**src/rtl/float_pkg.sv**
```systemverilog
// Shared types and format helpers for the parametrised floating-point adder.
package float_pkg;

  typedef enum logic [1:0] {CLS_ZERO, CLS_NORM, CLS_INF, CLS_NAN} fclass_e;

  localparam int FLG_INEXACT   = 0;
  localparam int FLG_UNDERFLOW = 1;
  localparam int FLG_OVERFLOW  = 2;
  localparam int FLG_INVALID   = 3;

  localparam int MAX_W = 64;

  function automatic int fp_bias(input int exp_w);
    return (1 << (exp_w - 1)) - 1;
  endfunction

  function automatic int fp_exp_all1(input int exp_w);
    return (1 << exp_w) - 1;
  endfunction

  // Quiet NaN: sign 0, exponent all ones, mantissa MSB set.
  function automatic logic [MAX_W-1:0] fp_qnan(input int exp_w, input int man_w);
    logic [MAX_W-1:0] v;
    v = ((MAX_W'(1) << exp_w) - MAX_W'(1)) << man_w;
    v = v | (MAX_W'(1) << (man_w - 1));
    return v;
  endfunction

endpackage

```
**src/rtl/float_lzc.sv**
```systemverilog
// Leading-zero counter; an all-zero input yields DATA_W.
module float_lzc #(
  parameter int DATA_W = 14,
  localparam int CNT_W = $clog2(DATA_W + 1)
) (
  input  logic [DATA_W-1:0] din,
  output logic [CNT_W-1:0]  cnt
);

  always_comb begin
    cnt = CNT_W'(DATA_W);
    for (int i = 0; i < DATA_W; i++) begin
      if (din[i]) cnt = CNT_W'(DATA_W - 1 - i);
    end
  end

endmodule

```
**src/rtl/float_add_pipe.sv**
```systemverilog
// Three-stage pipelined floating-point adder/subtractor with RNE rounding,
// Inf/NaN handling, status flags and valid/ready backpressure.
module float_add_pipe
  import float_pkg::*;
#(
  parameter int EXP_W = 5,
  parameter int MAN_W = 10,
  localparam int W = 1 + EXP_W + MAN_W
) (
  input  logic         clk,
  input  logic         reset,
  input  logic         in_valid,
  output logic         in_ready,
  input  logic [W-1:0] a,
  input  logic [W-1:0] b,
  input  logic         op_sub,
  output logic         out_valid,
  input  logic         out_ready,
  output logic [W-1:0] result,
  output logic [3:0]   flags
);

  localparam int SW  = MAN_W + 3;
  localparam int NW  = MAN_W + 5;
  localparam int RW  = MAN_W + 2;
  localparam int LZW = $clog2(NW);
  localparam int XW  = EXP_W + LZW + 2;
  localparam logic [EXP_W-1:0] EXP_ALL1 = EXP_W'(fp_exp_all1(EXP_W));
  localparam logic [W-1:0]     QNAN     = W'(fp_qnan(EXP_W, MAN_W));

  function automatic fclass_e classify(input logic [EXP_W-1:0] e, input logic [MAN_W-1:0] m);
    if (e == '0) return CLS_ZERO;
    if (e == EXP_ALL1) return (m != '0) ? CLS_NAN : CLS_INF;
    return CLS_NORM;
  endfunction

  function automatic logic rne_inc(input logic lsb, input logic g, input logic r, input logic s);
    return g & (r | s | lsb);
  endfunction

  function automatic logic [W+3:0] sat_pack(input logic sgn, input logic signed [XW-1:0] e,
                                            input logic [MAN_W-1:0] m, input logic inexact);
    logic [3:0] f;
    f = '0;
    if (e >= $signed({{(XW-EXP_W){1'b0}}, EXP_ALL1})) begin
      f[FLG_OVERFLOW] = 1'b1;
      f[FLG_INEXACT]  = 1'b1;
      return {sgn, EXP_ALL1, {MAN_W{1'b0}}, f};
    end
    if (e <= 0) begin
      f[FLG_UNDERFLOW] = 1'b1;
      f[FLG_INEXACT]   = 1'b1;
      return {{W{1'b0}}, f};
    end
    f[FLG_INEXACT] = inexact;
    return {sgn, e[EXP_W-1:0], m, f};
  endfunction

  logic vld_p0, vld_p1, vld_p2;
  logic ld_p0, ld_p1, ld_p2;

  assign ld_p2     = !vld_p2 || out_ready;
  assign ld_p1     = !vld_p1 || ld_p2;
  assign ld_p0     = !vld_p0 || ld_p1;
  assign in_ready  = ld_p0;
  assign out_valid = vld_p2;

  always_ff @(posedge clk) begin
    if (reset) begin
      vld_p0 <= 1'b0;
      vld_p1 <= 1'b0;
      vld_p2 <= 1'b0;
    end else begin
      if (ld_p0) vld_p0 <= in_valid;
      if (ld_p1) vld_p1 <= vld_p0;
      if (ld_p2) vld_p2 <= vld_p1;
    end
  end

  // Stage 1: classify, order by magnitude, align the smaller operand
  logic            sgn_a, sgn_b, sgn_l, sgn_s, swap;
  fclass_e         cls_a, cls_b;
  logic [W-2:0]    mag_a, mag_b, mag_l, mag_s;
  logic [EXP_W-1:0] d;
  logic [31:0]     dsat;
  logic [SW-1:0]   ext_s, lost_s;
  logic            spc;
  logic [W-1:0]    spc_word;
  logic [3:0]      spc_flg;

  always_comb begin
    sgn_a = a[W-1];
    sgn_b = b[W-1] ^ op_sub;
    cls_a = classify(a[W-2:MAN_W], a[MAN_W-1:0]);
    cls_b = classify(b[W-2:MAN_W], b[MAN_W-1:0]);
    mag_a = (cls_a == CLS_ZERO) ? '0 : a[W-2:0];
    mag_b = (cls_b == CLS_ZERO) ? '0 : b[W-2:0];
    swap  = mag_b > mag_a;
    mag_l = swap ? mag_b : mag_a;
    mag_s = swap ? mag_a : mag_b;
    sgn_l = swap ? sgn_b : sgn_a;
    sgn_s = swap ? sgn_a : sgn_b;
    d     = mag_l[W-2:MAN_W] - mag_s[W-2:MAN_W];
    dsat  = (32'(d) > 32'(SW)) ? 32'(SW) : 32'(d);
    ext_s  = {|mag_s[W-2:MAN_W], mag_s[MAN_W-1:0], 2'b00};
    lost_s = ext_s << (32'(SW) - dsat);
    spc      = 1'b1;
    spc_word = '0;
    spc_flg  = '0;
    if (cls_a == CLS_NAN || cls_b == CLS_NAN ||
        (cls_a == CLS_INF && cls_b == CLS_INF && sgn_a != sgn_b)) begin
      spc_word = QNAN;
      spc_flg[FLG_INVALID] = 1'b1;
    end else if (cls_a == CLS_INF) begin
      spc_word = {sgn_a, EXP_ALL1, {MAN_W{1'b0}}};
    end else if (cls_b == CLS_INF) begin
      spc_word = {sgn_b, EXP_ALL1, {MAN_W{1'b0}}};
    end else if (cls_a == CLS_ZERO && cls_b == CLS_ZERO) begin
      spc_word = {sgn_a & sgn_b, {(W-1){1'b0}}};
    end else begin
      spc = 1'b0;
    end
  end

  logic             sgn_l_p0, sgn_s_p0, stk_p0, spc_p0;
  logic [EXP_W-1:0] exp_p0;
  logic [MAN_W:0]   sig_l_p0;
  logic [SW-1:0]    sig_s_p0;
  logic [W-1:0]     spcw_p0;
  logic [3:0]       spcf_p0;

  always_ff @(posedge clk) begin
    if (ld_p0 && in_valid) begin
      sgn_l_p0 <= sgn_l;
      sgn_s_p0 <= sgn_s;
      exp_p0   <= mag_l[W-2:MAN_W];
      sig_l_p0 <= {|mag_l[W-2:MAN_W], mag_l[MAN_W-1:0]};
      sig_s_p0 <= ext_s >> dsat;
      stk_p0   <= |lost_s;
      spc_p0   <= spc;
      spcw_p0  <= spc_word;
      spcf_p0  <= spc_flg;
    end
  end

  // Stage 2: signed-magnitude add with carry, guard, round and sticky
  logic [NW-1:0] op_l, op_s, sum;

  always_comb begin
    op_l = {1'b0, sig_l_p0, 3'b000};
    op_s = {1'b0, sig_s_p0, stk_p0};
    sum  = (sgn_l_p0 ^ sgn_s_p0) ? op_l - op_s : op_l + op_s;
  end

  logic [NW-1:0]    sum_p1;
  logic [EXP_W-1:0] exp_p1;
  logic             sgn_p1, spc_p1;
  logic [W-1:0]     spcw_p1;
  logic [3:0]       spcf_p1;

  always_ff @(posedge clk) begin
    if (ld_p1 && vld_p0) begin
      sum_p1  <= sum;
      exp_p1  <= exp_p0;
      sgn_p1  <= sgn_l_p0;
      spc_p1  <= spc_p0;
      spcw_p1 <= spcw_p0;
      spcf_p1 <= spcf_p0;
    end
  end

  // Stage 3: normalise, round to nearest even, saturate and pack
  logic [LZW-1:0]         lz;
  logic [NW-2:0]          norm;
  logic signed [XW-1:0]   e_base, e_n, e_r;
  logic [RW-1:0]          rnd;
  logic [MAN_W-1:0]       man;
  logic                   inc;
  logic [W+3:0]           pk;

  float_lzc #(.DATA_W(NW - 1)) u_lzc (
    .din (sum_p1[NW-2:0]),
    .cnt (lz)
  );

  always_comb begin
    e_base = $signed({{(XW-EXP_W){1'b0}}, exp_p1});
    if (sum_p1[NW-1]) begin
      norm = {sum_p1[NW-1:2], |sum_p1[1:0]};
      e_n  = e_base + XW'(1);
    end else begin
      norm = sum_p1[NW-2:0] << lz;
      e_n  = e_base - $signed({{(XW-LZW){1'b0}}, lz});
    end
    inc = rne_inc(norm[3], norm[2], norm[1], norm[0]);
    rnd = {1'b0, norm[NW-2:3]} + RW'(inc);
    if (rnd[RW-1]) begin
      e_r = e_n + XW'(1);
      man = rnd[MAN_W:1];
    end else begin
      e_r = e_n;
      man = rnd[MAN_W-1:0];
    end
    if (spc_p1)            pk = {spcw_p1, spcf_p1};
    else if (sum_p1 == '0) pk = '0;
    else                   pk = sat_pack(sgn_p1, e_r, man, |norm[2:0]);
  end

  always_ff @(posedge clk) begin
    if (reset) begin
      result <= '0;
      flags  <= '0;
    end else if (ld_p2 && vld_p1) begin
      result <= pk[W+3:4];
      flags  <= pk[3:0];
    end
  end

endmodule

```
**config.mk**
```make
export PLATFORM = sky130hd
export DESIGN_NAME = float_add_pipe
export DESIGN_NICKNAME = d
export VERILOG_FILES = /design/src/rtl/float_pkg.sv /design/src/rtl/float_lzc.sv /design/src/rtl/float_add_pipe.sv
export SDC_FILE = /design/constraint.sdc
export NUM_CORES = 1
export LEC_CHECK = 0
export BUFFER_PORTS_ARGS = -buffer_cell sky130_fd_sc_hd__buf_4
export CAP_MARGIN = 0
export CORE_UTILIZATION = 40
export DETAILED_ROUTE_END_ITERATION = 10
export HOLD_SLACK_MARGIN = 0.1
export PLACE_DENSITY = 0.54
export RECOVER_POWER = 25
export SKIP_CTS_REPAIR_TIMING = 1
export SLEW_MARGIN = 0
export SYNTH_ARGS = -nofsm -noshare
export SYNTH_HDL_FRONTEND = slang
export SYNTH_HIERARCHICAL = 1
export SYNTH_SLANG_ARGS = --single-unit
```
**constraint.sdc**
```tcl
create_clock -name clk -period 14.16 [get_ports clk]
set_clock_uncertainty 0.15 [all_clocks]
set_input_delay 4.248 -clock clk [delete_from_list [all_inputs] [get_ports clk]]
set_output_delay 4.248 -clock clk [all_outputs]
set_load 0.005 [all_outputs]
```
; ---- Word level (Yosys, flattened, before mapping)
; Cells that the tools add are included.
[classes]
n_addsub = 8
order_cmp = 4
eq_ne = 7
n_shift = 3
muxes = 61
bitwise_logic = 6
reduce_logical = 27
[ops]
columns = operator, count
row1 = 2-to-1 mux 20 bit, 6
row2 = 2-to-1 mux 15 bit, 5
row3 = 2-to-1 mux 16 bit, 3
row4 = 2-to-1 mux 4 bit, 8
row5 = << shifter 13 x 32 -> 13 bit, 1
row6 = 2-to-1 mux 11 bit, 2
row7 = 2-to-1 mux 2 bit, 11
row8 = nonzero test 10 bit, 2
row9 = 2-to-1 mux 1 bit, 19
row10 = adder 14 x 14 -> 15 bit, 1
row11 = > comparator 15 bit, 1
row12 = zero test 15 bit, 1
row13 = subtractor 14 x 14 -> 15 bit, 1
row14 = 2-to-1 mux 14 bit, 1
row15 = << shifter 14 x 4 -> 14 bit, 1
row16 = OR reduction 13 bit, 1
row17 = >> shifter 13 x 5 -> 13 bit, 1
row18 = adder 11 x 1 -> 12 bit, 1
row19 = 2-to-1 mux 3 bit, 4
row20 = adder 11 x 2 -> 11 bit (second input constant), 1
row21 = greater-or-equal comparator 11 x 6 -> 1 bit (second input constant), 1
row22 = <= comparator 11 x 1 -> 1 bit (second input constant), 1
row23 = equality test 5 bit (second input constant), 2
row24 = zero test 5 bit, 2
row25 = other kinds (19), 39
[word_totals]
ff_bits = 112
input_bits = 37
out_inout_bits = 22
word_cells = 137

; ---- Logic depth before layout (Yosys ltp)
[logic_depth]
word_depth = 32
depth_mapped = 23
depth_no_buf = 21

; ---- Cells and area by module
; The synthesis kept the hierarchy.
[by_module_without_submodules]
columns = mod, n_inst, cells_per_inst, area_each_um2, seq_area_each_um2
row1 = float_add_pipe, 1, 798, 7116.8, 2352.3
row2 = float_lzc, 1, 25, 146.4, 0.0

; ---- Least setup slack after synthesis
; OpenSTA, ideal clock, no wires.
[synth_timing]
path_kind = input port to output port
startpoint = input port out_ready
endpoint = output port in_ready
arrival_ps = 4653
required_ps = 9762
setup_slack_ps = 5109
path_stages = 2
n_path_buf = 0
path_cell_list = nor2b_1 -> nand3_1
[synth_between]
elab_chain_len = 3
[synth_lines]
columns = item, line_no
row1 = start: declaration, float_add_pipe.sv:18  ; input logic out_ready,
row2 = logical OR 1 bit, float_add_pipe.sv:62  ; assign ld_p2 = !vld_p2 || out_ready;
row3 = logical OR 1 bit, float_add_pipe.sv:63  ; assign ld_p1 = !vld_p1 || ld_p2;
row4 = logical OR 1 bit, float_add_pipe.sv:64  ; assign ld_p0 = !vld_p0 || ld_p1;
row5 = end: declaration, float_add_pipe.sv:13  ; output logic in_ready,
; Every way passes these cells.

; ---- Final worst setup path
[layout_timing]
startpoint = input port b[12]
endpoint = register stk_p0 (data pin)
[layout_between]
elab_chain_len = 15
elab_cells_between_ends = 20
classes_between = add/sub (2) / order compare (2) / eq/ne (1) / shift (1) / mux (10) / reduce/logical (4)
[layout_lines]
columns = item, line_no
row1 = start: declaration, float_add_pipe.sv:15  ; input logic [W-1:0] b,
row2 = equality test 5 bit, float_add_pipe.sv:33  ; if (e == EXP_ALL1) return (m != '0) ? CLS_NAN : CLS_INF;
row3 = 2-to-1 mux 1 bit (2 in series), float_add_pipe.sv:33
row4 = 2-to-1 mux 2 bit, float_add_pipe.sv:34  ; return CLS_NORM;
row5 = 2-to-1 mux 2 bit, float_add_pipe.sv:33
row6 = zero test 2 bit, float_add_pipe.sv:97  ; mag_b = (cls_b == CLS_ZERO) ? '0 : b[W-2:0];
row7 = 2-to-1 mux 15 bit *, float_add_pipe.sv:97
row8 = > comparator 15 bit, float_add_pipe.sv:98  ; swap = mag_b > mag_a;
row9 = "2-to-1 mux 15 bit, on equally long branches", "float_add_pipe.sv:99, float_add_pipe.sv:100"
row10 = subtractor 5 bit, float_add_pipe.sv:103  ; d = mag_l[W-2:MAN_W] - mag_s[W-2:MAN_W];
row11 = > comparator 5 x 4 -> 1 bit, float_add_pipe.sv:104  ; dsat = (32'(d) > 32'(SW)) ? 32'(SW) : 32'(d);
row12 = 2-to-1 mux 5 bit, float_add_pipe.sv:104
row13 = subtractor 4 x 5 -> 6 bit, float_add_pipe.sv:106  ; lost_s = ext_s << (32'(SW) - dsat);
row14 = << shifter 13 x 32 -> 13 bit *, float_add_pipe.sv:106
row15 = OR reduction 13 bit *, float_add_pipe.sv:139  ; stk_p0 <= |lost_s;
row16 = end signal: assignment, float_add_pipe.sv:139
row17 = end: declaration, float_add_pipe.sv:125  ; logic sgn_l_p0, sgn_s_p0, stk_p0, spc_p0;
; Mark *: on every way between the ends. The rest lies on a longest branch, timed or not. The select of a mux whose other input is x is not followed.
; A chain may end at the register's enable or synchronous reset.

==> flow_results.xml <==
<?xml version="1.0" encoding="UTF-8"?>
<metrics>
  <group name="sta">
    <metric name="final.setup.tns" unit="ns">0</metric>
    <metric name="worst_slew_pin_slew" unit="ns">1.140</metric>
    <metric name="finalCritPeriodShare" unit="%">70.08</metric>
    <metric name="post-route-min-period" unit="ns">9.923</metric>
    <metric name="slew_headroom" unit="%">23.97</metric>
    <metric name="setup_viol" unit="">0</metric>
    <metric name="timing_max_transition_violations_final" unit="">0</metric>
    <metric name="worst_hold_slack" unit="ns">0.2627</metric>
    <metric name="grt_setup_unrepaired" unit="">no</metric>
    <metric name="max_clock_freq" unit="MHz">100.8</metric>
    <metric name="post-route-worst-setup-slack" unit="ns">4.237</metric>
    <metric name="timing_hold_violations_final" unit="">0</metric>
  </group>
  <group name="clocking">
    <metric name="tritoncts" unit="">built</metric>
    <metric name="cts_inserted_buffers" unit="">9</metric>
    <metric name="depth_of_the_cts_h_tree" unit="">3</metric>
    <metric name="clockBufferDepth" unit="">2</metric>
    <metric name="clk_transition_reported_paths" unit="ns">0.07</metric>
    <metric name="root_buffer" unit="">sky130_fd_sc_hd__clkbuf_16</metric>
    <metric name="clock_sink_count" unit="">86</metric>
    <metric name="clock_insertion_delay_worst_skew" unit="ns">0.34</metric>
  </group>
  <group name="critical_path">
    <metric name="cp_data_required_time" unit="ns">14.16</metric>
    <metric name="worst-path-max-fanout" unit="">27</metric>
    <metric name="timing.setup.critical_path_class" unit="">in2reg</metric>
    <metric name="worst_setup_path_start_kind" unit="">input pin</metric>
    <metric name="worstSetupEndpointType" unit="">flop</metric>
    <metric name="cp_data_arrival_time" unit="ns">9.93</metric>
  </group>
  <group name="grt">
    <metric name="grt_max_degree" unit="">38</metric>
    <metric name="grt_pass1_vias" unit="">5908</metric>
    <metric name="grt_pass1_wl" unit="um">29410</metric>
    <metric name="antenna_found_initial" unit="">0</metric>
    <metric name="grt.overflow.total" unit="">0</metric>
    <metric name="total_routing_resource_utilization_after_global_routing" unit="%">20.07</metric>
  </group>
  <group name="placed_design">
    <metric name="preCtsSetupSlack" unit="ns">3.944</metric>
    <metric name="place_hpwl" unit="um">14520</metric>
    <metric name="dp.cells" unit="">1079</metric>
    <metric name="place.port_buffers" unit="">58</metric>
    <metric name="place_area" unit="um^2">7895</metric>
    <metric name="place_congestion" unit="">0.8732</metric>
  </group>
  <group name="die">
    <metric name="initial_utilization" unit="%">41.42</metric>
    <metric name="die-area" unit="um^2">18700</metric>
    <metric name="floorplan.die.height" unit="um">136.8</metric>
    <metric name="die_w" unit="um">136.8</metric>
    <metric name="io_pins" unit="">59</metric>
    <metric name="core_area" unit="um^2">17540</metric>
    <metric name="placement_rows" unit="">48</metric>
  </group>
  <group name="logic_synthesis">
    <metric name="yosysWarnings" unit="">6</metric>
    <metric name="syn_area_per_cell" unit="um^2">8.825</metric>
    <metric name="synth_seq_cells" unit="">86</metric>
    <metric name="combinational_family_with_the_most_area_after_synthesis" unit="">simple AND/OR/NAND/NOR gates</metric>
    <metric name="synth.most_common_cell" unit="">sky130_fd_sc_hd__nand2_1</metric>
    <metric name="basic_gate_share_of_the_synthesized_area_counting_and_or_nand_and_nor_cells" unit="%">20.67</metric>
    <metric name="fraction_of_the_mapped_netlist_area_in_compound_gates" unit="%">19.22</metric>
    <metric name="netlist_top_cells_area" unit="">sky130_fd_sc_hd__edfxtp_1, sky130_fd_sc_hd__ha_1, sky130_fd_sc_hd__dfxtp_1</metric>
    <metric name="synth.lib_cells_used.distinct" unit="">82</metric>
    <metric name="synth_flop_cell" unit="">sky130_fd_sc_hd__edfxtp_1</metric>
    <metric name="yosysSeqAreaShare" unit="%">32.39</metric>
    <metric name="synth.top_cells.by_count" unit="">sky130_fd_sc_hd__nand2_1, sky130_fd_sc_hd__nor2_1, sky130_fd_sc_hd__edfxtp_1</metric>
    <metric name="synth-edff-count" unit="">63</metric>
    <metric name="async_flop_share" unit="%">0</metric>
    <metric name="synth_fa_ha_area_share" unit="%">8.820</metric>
    <metric name="post_synth_inst_count" unit="">823</metric>
    <metric name="synth.area.mux_share" unit="%">10.42</metric>
    <metric name="post_synthesis_net_count" unit="">910</metric>
    <metric name="post_synth_xor_area_fraction" unit="%">3.738</metric>
    <metric name="yosys.area.top_type_share" unit="%">26.05</metric>
    <metric name="synth.cell_area" unit="um^2">7263</metric>
    <metric name="library_cell_occupying_the_most_area_in_the_post_synthesis_netlist" unit="">sky130_fd_sc_hd__edfxtp_1</metric>
  </group>
  <group name="cells_and_area">
    <metric name="postLayoutCellArea" unit="um^2">8208</metric>
    <metric name="layout.filler_cells" unit="">1717</metric>
    <metric name="final-instance-count-excl-fill" unit="">1095</metric>
    <metric name="postLayoutCoreUtil" unit="%">46.80</metric>
    <metric name="area_growth" unit="%">13.01</metric>
    <metric name="share_of_layout_cells_above_drive_strength_1" unit="%">14.94</metric>
    <metric name="finish.net_count" unit="">952</metric>
    <metric name="antenna_cells_inserted" unit="">0</metric>
    <metric name="footprint_of_the_multi_input_gates" unit="um^2">4589</metric>
    <metric name="ff_latch_area" unit="um^2">2352</metric>
  </group>
  <group name="pwr">
    <metric name="cellInternalPower" unit="uW">660.2</metric>
    <metric name="comb_power_share" unit="%">41.5</metric>
    <metric name="power.net_switching" unit="uW">384.6</metric>
    <metric name="worst_ir_drop_vdd" unit="V">0.00005669</metric>
    <metric name="leakage_power_total" unit="nW">3.333</metric>
    <metric name="clock_power_share" unit="%">24.7</metric>
    <metric name="power.sequential.fraction" unit="%">33.8</metric>
    <metric name="power_density" unit="nW/um^2">127.3</metric>
    <metric name="fin_total_pwr" unit="mW">1.045</metric>
    <metric name="switching_share" unit="%">36.81</metric>
  </group>
  <group name="routing">
    <metric name="drt_pass1_iterations" unit="">5</metric>
    <metric name="detail_route_antenna_nets" unit="">0</metric>
    <metric name="via_count" unit="">6269</metric>
    <metric name="drc_viols" unit="">0</metric>
    <metric name="route.detailed.wl_per_inst" unit="um">16.61</metric>
    <metric name="viasPerCell" unit="">5.725</metric>
    <metric name="route.final.wire_length" unit="um">18190</metric>
    <metric name="drt-initial-drc-count" unit="">332</metric>
  </group>
  <group name="worst_hold_path">
    <metric name="worstHoldPathType" unit="">reg2reg</metric>
  </group>
  <group name="job">
    <metric name="maxCapViolCount" unit="">0</metric>
  </group>
  <group name="status">
    <metric name="run_status" unit="">finished, final reports clean</metric>
  </group>
</metrics>
-- flip-flops by register name, summed over array words and instances (netlist names), 4 cells and up --
name	flops
flags	4
result	16
exp_p1	5
sig_s_p0	13
sum_p1	15
exp_p0	5
sig_l_p0	11
-- worst max-delay path, stage by stage --
cell	delay (ns)
sky130_fd_sc_hd__clkbuf_1	0.14
sky130_fd_sc_hd__nor4_1	0.33
sky130_fd_sc_hd__nand2_1	0.31
sky130_fd_sc_hd__and2_1	0.30
sky130_fd_sc_hd__ha_1	0.33
sky130_fd_sc_hd__a21oi_1	0.14
sky130_fd_sc_hd__nor3_1	0.07
sky130_fd_sc_hd__or4_1	0.52
sky130_fd_sc_hd__o21ai_2	0.79
sky130_fd_sc_hd__nand2_1	0.20
sky130_fd_sc_hd__o22ai_1	0.28
sky130_fd_sc_hd__a21oi_1	0.09
sky130_fd_sc_hd__xnor2_1	0.19
sky130_fd_sc_hd__nor2_1	0.75
sky130_fd_sc_hd__inv_1	0.22
sky130_fd_sc_hd__ha_1	0.38
sky130_fd_sc_hd__a21bo_2	0.23
sky130_fd_sc_hd__a21o_1	0.17
sky130_fd_sc_hd__a311oi_1	0.23
-- power by group through the flow --
stage	Clock (mW)	Sequential [mW]	Combinational, mW
floorplan	0	0.341	0.341
global placement	0	0.356	0.426
detailed placement	0	0.358	0.433
CTS	0.264	0.353	0.435
global route	0.274	0.357	0.485
finish	0.258	0.353	0.434
-- cell type report --
type / instances / share of cell area (%)
clock buffer: 9 / 2.744
clock inverter: 7 / 1.250
inverter: 49 / 2.241
multi-input combinational: 654 / 55.91
sequential: 86 / 28.66
tap: 225 / 3.430
timing repair buffer: 65 / 5.762
-- cells in the final DEF, fill, tap and decap left out, types with 11 or more instances in the layout --
cell type,n
sky130_fd_sc_hd__nor4_1,17
sky130_fd_sc_hd__xnor2_1,18
sky130_fd_sc_hd__mux2i_1,34
sky130_fd_sc_hd__and2_1,17
sky130_fd_sc_hd__nand3_1,26
sky130_fd_sc_hd__inv_1,48
sky130_fd_sc_hd__nor2_1,67
sky130_fd_sc_hd__buf_4,50
sky130_fd_sc_hd__xor2_1,13
sky130_fd_sc_hd__nand2_1,93
sky130_fd_sc_hd__a211oi_1,12
sky130_fd_sc_hd__a21o_1,11
sky130_fd_sc_hd__o21ai_0,58
sky130_fd_sc_hd__dfxtp_1,23
sky130_fd_sc_hd__a21oi_1,49
sky130_fd_sc_hd__mux4_2,11
sky130_fd_sc_hd__mux2_2,14
sky130_fd_sc_hd__nor3_1,17
sky130_fd_sc_hd__clkbuf_4,11
sky130_fd_sc_hd__edfxtp_1,63
sky130_fd_sc_hd__ha_1,48
-- routing by layer --
layer / GRT usage (%) / wire, um
met5: 0 / 0
met4: 6.667 / 338
met3: 3.074 / 764
met2: 35.65 / 9092
met1: 24.63 / 7996
-- final timing paths --
path	startpoint	to	slack [ns]	depth (start not counted)
worst min register to register	spcw_p0[9]$_SDFFCE_PP1P_	spcw_p1[9]$_DFFE_PP_	0.26	0
worst max register to register	sum_p1[3]$_DFFE_PP_	result[6]$_SDFFE_PP0P_	8.68	19
worst max-delay path	b[12]	stk_p0$_DFFE_PP_	4.24	19
worst min-delay path	spcw_p0[9]$_SDFFCE_PP1P_	spcw_p1[9]$_DFFE_PP_	0.26	0
-- kinds of logic after synthesis --
| family | after synthesis |
|---|---|
| XOR/XNOR | 31 |
| flip-flops | 86 |
| multiplexers | 60 |
| buffers and inverters | 83 |
| AO/OA/AOI/OAI | 213 |
| adder cells (fa/ha/maj) | 50 |
| AND/OR/NAND/NOR | 300 |
Note: power is estimated with default switching activity, not from simulation.
